File: src/rtl/mdu_divider.sv
// mdu_divider: multi-cycle radix-2 restoring divider serving DIV (signed) and DIVU (unsigned).
// Optional macro DIV_EARLY_ZERO_EN: a zero divisor skips the iteration and completes in two cycles.
module mdu_divider #(
   parameter int WIDTH = 32
) (
   input  logic             clk,
   input  logic             rst_n,
   input  logic             start_div,
   input  logic             start_divu,
   input  logic [WIDTH-1:0] dividend,
   input  logic [WIDTH-1:0] divisor,
   output logic             busy,
   output logic             busy_div,
   output logic             busy_divu,
   output logic             over,
   output logic             over_div,
   output logic             over_divu,
   output logic [WIDTH-1:0] q,
   output logic [WIDTH-1:0] r,
   output logic             div_zero
);

   localparam int CNT_W = $clog2(WIDTH + 1);

   typedef enum logic [1:0] {IDLE, CALC, FIX, DONE} state_t;

   state_t           state;
   logic [CNT_W-1:0] count;
   logic             signed_op;
   logic             sq, sr, zero;
   logic [WIDTH-1:0] dvsr, quo, rem, dvd_raw;
   logic [WIDTH:0]   rem_shift, rem_diff;
   logic             start;

   function automatic logic [WIDTH-1:0] neg_wrap(input logic [WIDTH-1:0] v);
      return ~v + 1'b1;
   endfunction

   function automatic logic [WIDTH-1:0] mag(input logic signed [WIDTH-1:0] v);
      return v[WIDTH-1] ? neg_wrap(v) : v;
   endfunction

   always_comb begin
      start     = start_div | start_divu;
      rem_shift = {rem, quo[WIDTH-1]};
      rem_diff  = rem_shift - {1'b0, dvsr};
   end

   // Datapath: operand capture and one restoring step per CALC cycle; quo doubles as dividend shifter.
   always_ff @(posedge clk) begin
      case (state)
         IDLE: if (start) begin
            dvd_raw <= dividend;
            zero    <= (divisor == '0);
            rem     <= '0;
            if (start_div) begin
               quo  <= mag(dividend);
               dvsr <= mag(divisor);
               sq   <= dividend[WIDTH-1] ^ divisor[WIDTH-1];
               sr   <= dividend[WIDTH-1];
            end else begin
               quo  <= dividend;
               dvsr <= divisor;
               sq   <= 1'b0;
               sr   <= 1'b0;
            end
         end
         CALC: begin
            if (!rem_diff[WIDTH]) begin
               rem <= rem_diff[WIDTH-1:0];
               quo <= {quo[WIDTH-2:0], 1'b1};
            end else begin
               rem <= rem_shift[WIDTH-1:0];
               quo <= {quo[WIDTH-2:0], 1'b0};
            end
         end
         default: ;
      endcase
   end

   // Control FSM with registered handshake outputs and result registers.
   always_ff @(posedge clk or negedge rst_n) begin
      if (!rst_n) begin
         state     <= IDLE;
         count     <= '0;
         signed_op <= 1'b0;
         busy_div  <= 1'b0;
         busy_divu <= 1'b0;
         over_div  <= 1'b0;
         over_divu <= 1'b0;
         q         <= '0;
         r         <= '0;
         div_zero  <= 1'b0;
      end else begin
         case (state)
            IDLE: begin
               over_div  <= 1'b0;
               over_divu <= 1'b0;
               if (start) begin
                  signed_op <= start_div;
                  busy_div  <= start_div;
                  busy_divu <= ~start_div;
                  count     <= '0;
`ifdef DIV_EARLY_ZERO_EN
                  // FIX already forces the zero-divisor results, so the iteration can be bypassed.
                  state     <= (divisor == '0) ? FIX : CALC;
`else
                  state     <= CALC;
`endif
               end
            end
            CALC: begin
               count <= count + 1'b1;
               if (count == CNT_W'(WIDTH - 1))
                  state <= FIX;
            end
            FIX: begin
               busy_div  <= 1'b0;
               busy_divu <= 1'b0;
               over_div  <= signed_op;
               over_divu <= ~signed_op;
               div_zero  <= zero;
               if (zero) begin
                  q <= '1;
                  r <= dvd_raw;
               end else begin
                  q <= sq ? neg_wrap(quo) : quo;
                  r <= sr ? neg_wrap(rem) : rem;
               end
               state <= DONE;
            end
            DONE: begin
               over_div  <= 1'b0;
               over_divu <= 1'b0;
               state     <= IDLE;
            end
            default: state <= IDLE;
         endcase
      end
   end

   assign busy = busy_div | busy_divu;
   assign over = over_div | over_divu;

endmodule
File: config.mk
export PLATFORM = sky130hd
export DESIGN_NAME = mdu_divider
export DESIGN_NICKNAME = d
export VERILOG_FILES = /design/src/rtl/mdu_divider.sv
export SDC_FILE = /design/constraint.sdc
export NUM_CORES = 1
export LEC_CHECK = 0
export CAP_MARGIN = 10
export CORE_AREA = 2 2 162 164
export DETAILED_ROUTE_END_ITERATION = 16
export DIE_AREA = 0 0 164 166
export DONT_BUFFER_PORTS = 1
export GPL_TIMING_DRIVEN = 0
export PLACE_DENSITY = 0.67
export SYNTH_ARGS = -nofsm -noshare
export SYNTH_HDL_FRONTEND = slang
export SYNTH_SLANG_ARGS = --single-unit
File: constraint.sdc
create_clock -name clk -period 4.2 [get_ports clk]
set_input_delay 0.42 -clock clk [delete_from_list [all_inputs] [get_ports clk]]
set_output_delay 0.42 -clock clk [all_outputs]
set_load 0.03 [all_outputs]
Yosys cells after proc, flatten, opt, wreduce, memory -nomap -nowiden

Cells that the tools add are included.

Flip-flop bits (word level): 209
Input port bits: 68
Word-level logic and storage cells: 74

Add/subtract/negate cells: 6
Equal/unequal tests: 6
Muxes and demuxes: 25
Bitwise logic cells: 10
Reduce and logical (&&, ||, !) cells: 10

Operators by type and width:

| cell                                                | count |
|---|---|
| two-way mux 32 bit                                  | 11 |
| adder 32 x 1 -> 32 bit, second input constant       | 4 |
| NOT 32 bit                                          | 4 |
| one-hot mux 32 bit (2 select lines)                 | 2 |
| subtractor 33 x 32 -> 33 bit                        | 1 |
| logical NOT 32 bit                                  | 1 |
| one-hot mux 6 bit (2 select lines)                  | 1 |
| one-hot mux 1 bit (2 select lines)                  | 4 |
| one-hot mux 2 bit (4 select lines)                  | 1 |
| AND reduction 2 bit                                 | 4 |
| adder 6 x 1 -> 6 bit, second input constant         | 1 |
| equality test 6 x 5 -> 1 bit, second input constant | 1 |
| two-way mux 6 bit                                   | 1 |
| nonzero test 2 bit                                  | 3 |
| equality test 2 bit, second input constant          | 2 |
| two-way mux 2 bit                                   | 2 |
| != test 2 bit, second input constant                | 2 |
| two-way mux 1 bit                                   | 3 |
| OR 1 bit                                            | 3 |
| equality test 2 x 1 -> 1 bit, second input constant | 1 |
| logical NOT 2 bit                                   | 1 |
| NOT 1 bit                                           | 2 |
| OR reduction 2 bit                                  | 1 |
| XOR 1 bit                                           | 1 |

Logic depth before layout (Yosys ltp)

Gate-level depths: netlist (run 1).

Depth after elaboration: 6
Mapped depth: 12
Depth with buffers taken out: 11

Worst setup path after synthesis (run 1)

OpenSTA, ideal clock, no wires.

Kind: register -> register
Start point: reg state[0]
End point: reg dvd_raw[0] (enable)
Library setup time: 0.492 ns
Arrival time: 3.645 ns
Required time: 3.708 ns
Setup slack: 0.063 ns
Stages on the path, launching flop included: 5
Path buffers: 0
Period minus slack after synthesis: 4.137 ns
Cells stage by stage: dfrtp_1 -> inv_1 -> ha_1 -> inv_1 -> nor2_1

Cells in the longest elaborated chain, start to end: 2

Ends and longest elaborated chain:

| element                       | line | RTL |
|---|---|---|
| start: declaration            | 27   | `state_t state;` |
| start signal: assignment      | 84   | `state <= IDLE;` |
| start signal: assignment      | 108  | `state <= CALC;` |
| start signal: assignment      | 115  | `state <= FIX;` |
| logical NOT 2 bit             | 51   | `case (state)` |
| AND reduction 2 bit (no line) | -    |  |
| end signal: assignment        | 53   | `dvd_raw <= dividend;` |
| end: declaration              | 31   | `logic [WIDTH-1:0] dvsr, quo, rem, dvd_raw;` |

Every way passes these cells.
A chain may end at the register's enable or synchronous reset.

Worst setup path after layout (run 1)

Start point: reg rem[18]
End point: reg rem[9], data pin

Cells in the longest elaborated chain, start to end: 3

Ends and longest elaborated chain:

| element                             | line | RTL |
|---|---|---|
| start: declaration                  | 31   |  |
| start signal: assignment            | 70   | `rem <= rem_diff[WIDTH-1:0];` |
| start signal: assignment            | 73   | `rem <= rem_shift[WIDTH-1:0];` |
| subtractor 33 x 32 -> 33 bit        | 46   | `rem_diff = rem_shift - {1'b0, dvsr};` |
| two-way mux 32 bit                  | 69   | `if (!rem_diff[WIDTH]) begin` |
| one-hot mux 32 bit (2 select lines) | 51   |  |

Every way passes these cells.

==> results of run 1 <==
stage by stage:
stage / instances / worst slack [ns] / power (mW) / utilization / TNS, ns
finish: 1698 / 0.479 / 12.4 / 0.555 / 0
CTS: 1696 / 0.226 / 12.3 / 0.554 / 0
global route: 1697 / 0.123 / 13.2 / 0.555 / 0
detailed placement: 1617 / 0.258 / 10.1 / 0.507 / 0
floorplan: 1280 / 0.0632 / 8.51 / - / 0
global placement: 1615 / -1.25 / 9.92 / 0.505 / -83.24
worst max-delay path: cells and delay by family, from the launching register on:
kind	cells	cell delay, ns
compound gates	4	1.14
xor+xnor	1	0.24
flops	1	0.52
simple gates	2	0.26
fa+ha+maj	1	0.32
mux	1	0.25
buf+inv	3	0.71
cells by family after synthesis:
| family | after synthesis | share of synthesized area |
|---|---|---|
| AOI/OAI and AO/OA | 322 | 0.153 |
| DFF | 209 | 0.471 |
| adders and majority gates | 43 | 0.0436 |
| buffers and inverters | 113 | 0.0349 |
| xor gates and xnor gates | 142 | 0.0994 |
| muxes | 59 | 0.0505 |
| and+or+nand+nor | 392 | 0.148 |
state kept, by name (all words and copies together) (netlist names):
register / cells
dvd_raw: 32
dvsr: 32
q: 32
quo: 32
r: 32
rem: 32
count: 6
state: 2
busy_div: 1
busy_divu: 1
div_zero: 1
over_div: 1
over_divu: 1
signed_op: 1
sq: 1
sr: 1
zero: 1
cell usage after synthesis, types with 3 or more instances:
master | number | share of area
buf_2 | 4 | 0.0016
o31a_1 | 3 | 0.0021
dfrtp_1 | 78 | 0.16
ha_1 | 42 | 0.042
inv_1 | 62 | 0.019
and2_1 | 5 | 0.0025
o22ai_1 | 3 | 0.0015
nand3b_1 | 12 | 0.0072
a21oi_1 | 99 | 0.040
o21a_1 | 4 | 0.0024
nor3_1 | 37 | 0.015
nand3_1 | 21 | 0.0084
nand2_1 | 135 | 0.041
or3_1 | 13 | 0.0065
o31ai_1 | 29 | 0.017
mux2i_1 | 29 | 0.023
a21o_1 | 16 | 0.0096
clkbuf_1 | 44 | 0.013
mux2_2 | 29 | 0.026
and3_1 | 7 | 0.0035
nand2b_1 | 16 | 0.0080
a31oi_1 | 4 | 0.0020
o21ai_0 | 121 | 0.048
a211oi_1 | 3 | 0.0018
edfxtp_1 | 131 | 0.31
xnor2_1 | 59 | 0.041
o311ai_0 | 3 | 0.0021
o41ai_1 | 13 | 0.0091
or2_2 | 4 | 0.0020
or4_4 | 3 | 0.0027
or4_1 | 10 | 0.0060
nor2_1 | 101 | 0.030
nor2b_1 | 6 | 0.0030
nor4_1 | 5 | 0.0025
o211ai_1 | 4 | 0.0024
xor2_1 | 83 | 0.058
a41oi_1 | 3 | 0.0021
nand4_1 | 9 | 0.0045
report_power, final:
group / switching (mW) / internal [mW]
combinational: 3.23 / 2.12
clock: 0.858 / 1.34
sequential: 1.49 / 3.33
total: 5.57 / 6.79
final timing paths:
kind                                        from                     to  cells past startpoint  slack (ns)
max                        rem[18]$_SDFFCE_PN0P_   rem[9]$_SDFFCE_PN0P_                     12        0.48
max reg2reg                rem[18]$_SDFFCE_PN0P_   rem[9]$_SDFFCE_PN0P_                     12        0.48
min                                   divisor[5]      dvsr[5]$_DFFE_PP_                      1         0.1
min reg2reg                signed_op$_DFFE_PN0P_  signed_op$_DFFE_PN0P_                      1        0.52
min in group asynchronous                  rst_n       q[6]$_DFFE_PN0P_                      2        0.45
max in group asynchronous                  rst_n      r[28]$_DFFE_PN0P_                      2        3.40
per-layer routing:
layer | track usage | share of wire
met1 | 0.347 | 0.43
met2 | 0.402 | 0.46
met3 | 0.0647 | 0.087
met4 | 0.0774 | 0.029
met5 | 0 | 0
layout make-up:
class	instances	area, um^2	share of cell area
multi-input cells	958	6200	0.436
flip-flops and latches	209	5890	0.414
clock buffers	33	728	0.0512
well taps	335	419	0.0295
repair buffers	38	415	0.0292
inverters	62	233	0.0164
plain buffers	51	205	0.0144
clock inverters	11	120	0.00845
diodes	1	2.50	0.000176
what timing repair did:
item	4_1_cts	5_1_grt
setup endpoints to repair	0	33
setup buffers	0	1
resized for setup	0	4
hold buffers	35	0
endpoints found under the hold margin	111	0
==> metrics.txt, run 1 <==
status=finished clean; global-route wire length before repair=between 50000 and 60000 um; Distinct cells, synth=62; Fin. Hold Viols=0; most frequent cells in the layout=nand2_1, edfxtp_1, o21ai_0; FFs w/ async S/R, synth=0.373; Worst VDD drop=0.561 mV; most common cell after layout, fill and taps aside=nand2_1; dpl cell area=between 10000 and 15000 um^2; normalized max-slew margin=0.331; YS warnings=0; Primary FF master, synth=edfxtp_1; Final period util=0.886; FF+latch count, synth=around 210; Die W=between 150 and 200 um; IO Pins=139; overflow left after global routing=0; Clock Latency Late Sink=roughly 0.53 ns; skew final=0.0265 ns; pin count of the biggest net entering global routing=79; initial DRC count=about 800; max frequency=269 MHz; Root Driver=clkbuf_16; sequential area share after synthesis=0.471; Area Growth Syn to Fin=13.6%; final number of max-transition violations=0; crit end category=register; syn_nets=around 1400; Total Wirelength=approximately 34000 um; Avg Cell Area, Syn=about 9.8 um^2; number of max-cap violations=0; Post-DP HPWL=between 20000 and 30000 um; Layout fillers=approximately 2200; CTS tree=built; GP Congestion=about 0.9; nets=approximately 1500; Max FO, Critical Path=10; share of layout cells above drive strength 1=0.0690; # rows=between 50 and 60; Final Critical Period=3.72 ns; Critical Path AT=a little under 4 ns; WL per Instance=20.0 um; Synth Instances=1280; Die Ht=approximately 170 um; clock sink total=between 200 and 250; Core ar.=25600 um^2; initial antenna violation count=1; antenna-violating nets left=0; vias in the first global route=approximately 10000; final setup vio count=0; via count=roughly 10000; Design Area, Final=about 14000 um^2; Initial Util=0.488; WHS=0.0989 ns; worst-path cell chain=ha_1 -> clkbuf_1 -> a2111oi_1 -> o21ai_0 -> and2_1 -> a21oi_1 -> a41oi_1 -> xor2_2 -> buf_4 -> buf_2 -> mux2i_1 -> nor2_1; Power Density=around 870 nW/um^2; Setup Crit Path Kind=reg -> reg; vias per inst=approximately 6; critical path required time=between 4 and 5 ns; CP max-delay cell=edfxtp_1; clock buffer depth=3; global-route usage over all layers=0.255; clock slew at reported path FFs=around 0.060 ns; EDFF count, synth=between 100 and 150; Netlist Area Pre-Place=roughly 13000 um^2; Leak=roughly 5.5 nW; DIE AREA=27200 um^2; Port Buffer Count=0; Hold Crit Class=in -> reg; Worst Setup Start Kind=register; Post-route DRC=0; drt first pass iters=5; Slew @ Worst Pin=slightly below 1 ns; unrepaired setup endpoints after global routing=no; H-tree Lvls=1; CTS Buf Count=24; max incr delay on CP=~0.52 ns
No activity file was read; power rests on OpenSTA's default activity.
==> run 2: changes to the inputs <==
- GPL_TIMING_DRIVEN: 0 -> unset
==> run 2 against run 1 <==
  * First-iteration DRC count decreased by 11%
  * Clock skew shrank 0.015 ns
  * Utilization is 0.93 points lower
  * Non-clock buffer count shrank 45
  * Final cell count down 2.6%
  * Sequential cell count did not move
  * Routed wire length shrank 6.8%
  * Critical path depth unchanged
  * Worst hold slack got worse by 0.048 ns
  * Setup slack improved by 0.32 ns
  * Total power decreased by 3.1%
  * Sequential power about the same
  * Critical endpoint is now rem[11]$_SDFFCE_PN0P_
==> metrics.txt, run 2 (synthesized netlist as in run 1, its figures left out) <==
status=finished clean; hold path start=start_div; FF-to-FF path depth=12; worst hold stages=1; Worst Setup Start Kind=register; CTS Buf Count=25; Root Driver=clkbuf_16; Initial Util=0.488; post-CTS sizing=0; Setup Crit Path Kind=reg -> reg; clock power share=0.172; Worst R2R Setup Slack=approximately 0.80 ns; combinational share of power=0.426; Slew @ Worst Pin=slightly above 1 ns; Leak=about 5.4 nW; clock slew at reported path FFs=~0.060 ns; post-route insts no fill=between 1500 and 2000; Setup Buffers After CTS=0; Final Critical Period=roughly 3.4 ns; nets=about 1400; most frequent cells in the layout=nand2_1, edfxtp_1, o21ai_0; Placed Instances=1572; overflow left after global routing=0; # rows=59; skew final=0.0117 ns; Post-DP HPWL=between 20000 and 25000 um; most common cell after layout, fill and taps aside=nand2_1; via count=just under 10000; final number of max-transition violations=0; normalized max-slew margin=0.307; Total Wirelength=approximately 32000 um; Fin. Hold Viols=0; vias per inst=5.82; WL per Instance=about 19 um; Setup TNS=0 ns; FF-to-FF Start=quo[31]$_DFFE_PP_; Post-CTS Hold Fix Bufs=35; Hold Crit Class=in -> reg; IO Pins=139; Flop pwr share=0.403; Power Density=between 800 and 900 nW/um^2; clock sink total=between 200 and 250; Area Growth Syn to Fin=11.7%; critical path required time=4.47 ns; max frequency=294 MHz; crit end category=register; initial antenna violation count=0; drt first pass iters=5; GP Congestion=~0.89; global-route usage over all layers=0.238; switching portion of total power=0.451; unrepaired setup endpoints after global routing=no; Clock Latency Late Sink=between 0.5 and 0.6 ns; Switching Power=~5.4 mW; R2R Path End=rem[11]$_SDFFCE_PN0P_; Worst VDD drop=0.640 mV; pin count of the biggest net entering global routing=79; Die W=between 150 and 200 um; share of layout cells above drive strength 1=0.0697; Port Buffer Count=0; global-route wire length before repair=a little over 50000 um; initial DRC count=730; Pint=6.58 mW; final setup vio count=0; DIE AREA=between 20000 and 30000 um^2; Die Ht=166 um; Hold Crit Endpoint=signed_op$_DFFE_PN0P_; Antenna Cells=0; Max FO, Critical Path=21; number of max-cap violations=0; Core ar.=25600 um^2; Final period util=0.810; vias in the first global route=roughly 9600; CTS tree=built; clock buffer depth=3; antenna-violating nets left=0; Critical Path AT=approximately 3.7 ns; Post-route DRC=0; H-tree Lvls=1
==> run 2: final cells by class <==
class	count	area (um^2)
timing repair buffer	44	443
inverter	62	233
tap	335	419
fill	2292	11600
clock buffer	33	666
clock inverter	13	106
sequential	209	5890
multi-input combinational	958	6220
==> run 2: worst max path at each step <==
stage | cells after the start | from | slack, ns | endpoint
3_5_place_dp | 12 | quo[31]$_DFFE_PP_ | 0.85 | rem[11]$_SDFFCE_PN0P_
4_1_cts | 12 | quo[31]$_DFFE_PP_ | 0.83 | rem[25]$_SDFFCE_PN0P_
5_1_grt | 10 | rem[18]$_SDFFCE_PN0P_ | 0.39 | rem[11]$_SDFFCE_PN0P_
2_1_floorplan | 4 | state[0]$_DFFE_PN0P_ | 0.06 | dvd_raw[0]$_DFFE_PP_
3_3_place_gp | 12 | quo[31]$_DFFE_PP_ | 0.96 | rem[10]$_SDFFCE_PN0P_
6_report | 12 | quo[31]$_DFFE_PP_ | 0.80 | rem[11]$_SDFFCE_PN0P_
==> run 2: per-stage QoR <==
step / power (mW) / area (um^2) / util / setup WS (ns) / hold slack (ns)
2_1_floorplan: 8.51 / 12500 / - / 0.0632 / 0.124
3_3_place_gp: 9.74 / 12800 / 0.500 / 0.958 / 0.127
3_5_place_dp: 9.87 / 12800 / 0.500 / 0.846 / 0.126
4_1_cts: 12.0 / 14000 / 0.545 / 0.832 / 0.0345
5_1_grt: 12.9 / 14000 / 0.545 / 0.388 / 0.0319
6_report: 12.0 / 14000 / 0.545 / 0.798 / 0.0506
==> run 2: worst max-delay path, stage by stage, from the launching register on <==
cell	delay (ns)
edfxtp_1	0.35
inv_1	0.08
ha_1	0.22
fa_1	0.40
nand2b_1	0.18
a21oi_1	0.18
o21a_1	0.25
o211ai_1	0.17
a41oi_1	0.48
xor2_4	0.18
buf_4	0.32
mux2i_1	0.24
nor2_1	0.06
==> run 2: routing by layer <==
metal,GRT usage,share of wire
met1,0.319,0.42
met2,0.387,0.48
met3,0.0552,0.073
met4,0.0641,0.024
met5,0,0
==> run 2: power by group through the flow <==
stage	Clock (mW)	Combinational [mW]	Sequential (mW)
final	2.06	5.10	4.82
after global routing	2.18	5.75	4.96
after CTS	2.09	5.09	4.83
after detailed placement	0	5.01	4.86
after global placement	0	4.91	4.83
after floorplan	0	3.97	4.54
==> run 3: changes to the inputs <==
- PLACE_DENSITY: 0.67 -> unset
- clock period: 4.2 -> 3.45 ns (I/O delays scaled with it)
==> run 3 against run 2 <==
  * Register-to-register slack worse by 0.54 ns
  * Via count is 0.53% higher
  * Cell area is 1.4% higher
  * First-iteration DRC count is 1.5% higher
  * Sequential share of layout area is 0.59 points lower
  * Clock-buffer cell count is 6 higher
  * Fmax is 6.5% higher
  * Sequential power is 20% higher
  * Combinational power is 28% higher
  * Critical path depth is 2 lower
  * Global-route usage is 0.37 points higher
  * Final cell count is 1.5% higher
==> metrics.txt, run 3 (synthesized netlist as in run 1, its figures left out) <==
normalized max-slew margin=0.404; vias per inst=5.76; WL per Instance=approximately 19 um; Post-DP HPWL=approximately 23000 um; Post-route DRC=0; worst hold stages=1; number of max-cap violations=0; Final period util=0.926; R2R Path End=rem[14]$_SDFFCE_PN0P_; Root Driver=clkbuf_16; Worst R2R Setup Slack=0.26 ns; IO Pins=approximately 140; Total Wirelength=~32000 um; final number of max-transition violations=0; pin count of the biggest net entering global routing=between 70 and 80; CTS Buf Count=25; Final Critical Period=between 3 and 4 ns; crit end category=register; Core ar.=25600 um^2; Power Density=1040 nW/um^2; most frequent cells in the layout=nand2_1, edfxtp_1, o21ai_0; max frequency=about 310 MHz; Slew @ Worst Pin=about 0.89 ns; vias in the first global route=between 9000 and 10000; share of layout cells above drive strength 1=0.0871; final setup vio count=0; CTS tree=built; Initial Util=0.488; drt first pass iters=7; H-tree Lvls=1; Clock Latency Late Sink=roughly 0.52 ns; Critical Path AT=~3.6 ns; crit path from=rem[18]$_SDFFCE_PN0P_; Leak=~5.5 nW; initial antenna violation count=0; global-route usage over all layers=0.241; Setup TNS=0 ns; initial DRC count=741; Setup WS post-layout=around 0.26 ns; Place WS=~0.12 ns; GP Congestion=approximately 0.9; Max FO, Critical Path=39; Worst Setup Start Kind=register; unrepaired setup endpoints after global routing=no; Die W=around 160 um; Die Ht=roughly 170 um; DIE AREA=approximately 27000 um^2; Fin. Hold Viols=0; FF-to-FF Start=rem[18]$_SDFFCE_PN0P_; clock slew at reported path FFs=around 0.06 ns; FF-to-FF path depth=10; Antenna Cells=0; Area Growth Syn to Fin=13.3%; via count=9676; most common cell after layout, fill and taps aside=nand2_1; critical path required time=roughly 3.8 ns; Hold Crit Class=in -> reg; overflow left after global routing=0; Port Buffer Count=0; status=finished clean; nets=~1400; Worst VDD drop=0.568 mV; antenna-violating nets left=0; global-route wire length before repair=52300 um; clock buffer depth=3; skew final=0.0156 ns; # rows=a little under 60; crit path to=rem[14]$_SDFFCE_PN0P_; clock sink total=209; Setup Crit Path Kind=reg -> reg
==> run 3: routing by layer <==
layer | vias to the layer above | routed length, um | GRT usage
li1 | 4685 | - | -
met1 | 4693 | 14200 | 0.330
met2 | 245 | 15100 | 0.387
met3 | 53 | 2140 | 0.0504
met4 | 0 | 965 | 0.0713
met5 | - | 0 | 0
==> run 3: per-stage QoR <==
stage	std cells	area, um^2	hold slack, ns	utilization	total power [mW]
3_3_place_gp	1597	13000	0.0510	0.508	12.2
5_1_grt	1679	14200	0.0229	0.553	15.9
2_1_floorplan	1280	12500	0.0494	-	10.4
3_5_place_dp	1597	13000	0.0512	0.508	12.3
6_report	1679	14200	0.0268	0.553	14.8
4_1_cts	1678	14100	0.00965	0.552	14.8
==> run 3: timing repair <==
action                     in CTS  in global routing
buffers inserted                0                  0
hold endpoints to repair      112                  0
hold buffers                   36                  0
resized for setup               0                  3
setup endpoints to repair       0                 31
==> run 3: worst min-delay path by stage <==
stage	from	to
2_1_floorplan	rst_n	busy_div$_DFFE_PN0P_
3_3_place_gp	rst_n	r[2]$_DFFE_PN0P_
3_5_place_dp	rst_n	r[6]$_DFFE_PN0P_
4_1_cts	divisor[28]	dvsr[28]$_DFFE_PP_
5_1_grt	start_div	sq$_SDFFCE_PN0P_
6_report	divisor[3]	dvsr[3]$_DFFE_PP_
==> run 3: report_power, final <==
part | switching (mW) | internal [mW] | leakage (nW) | total, mW
registers | 1.73 | 4.06 | 2.15 | 5.79
clock network | 1.01 | 1.42 | 0.370 | 2.43
logic | 3.86 | 2.68 | 3.01 | 6.54
==> run 3: worst max-delay path: stages, from the launching register on <==
cell	delay [ns]
edfxtp_1	0.44
ha_1	0.45
a2111oi_2	0.42
o21ai_0	0.17
and2_1	0.19
a21oi_1	0.28
a41oi_2	0.22
xor2_4	0.21
buf_12	0.25
nand2_1	0.17
o22ai_1	0.23
==> run 3: final cells by class <==
class,count,area (um^2)
tap,335,419
timing repair buffer,70,653
clock buffer,39,718
inverter,62,233
fill,2297,11400
clock inverter,6,28.8
sequential,209,5890
multi-input combinational,958,6230
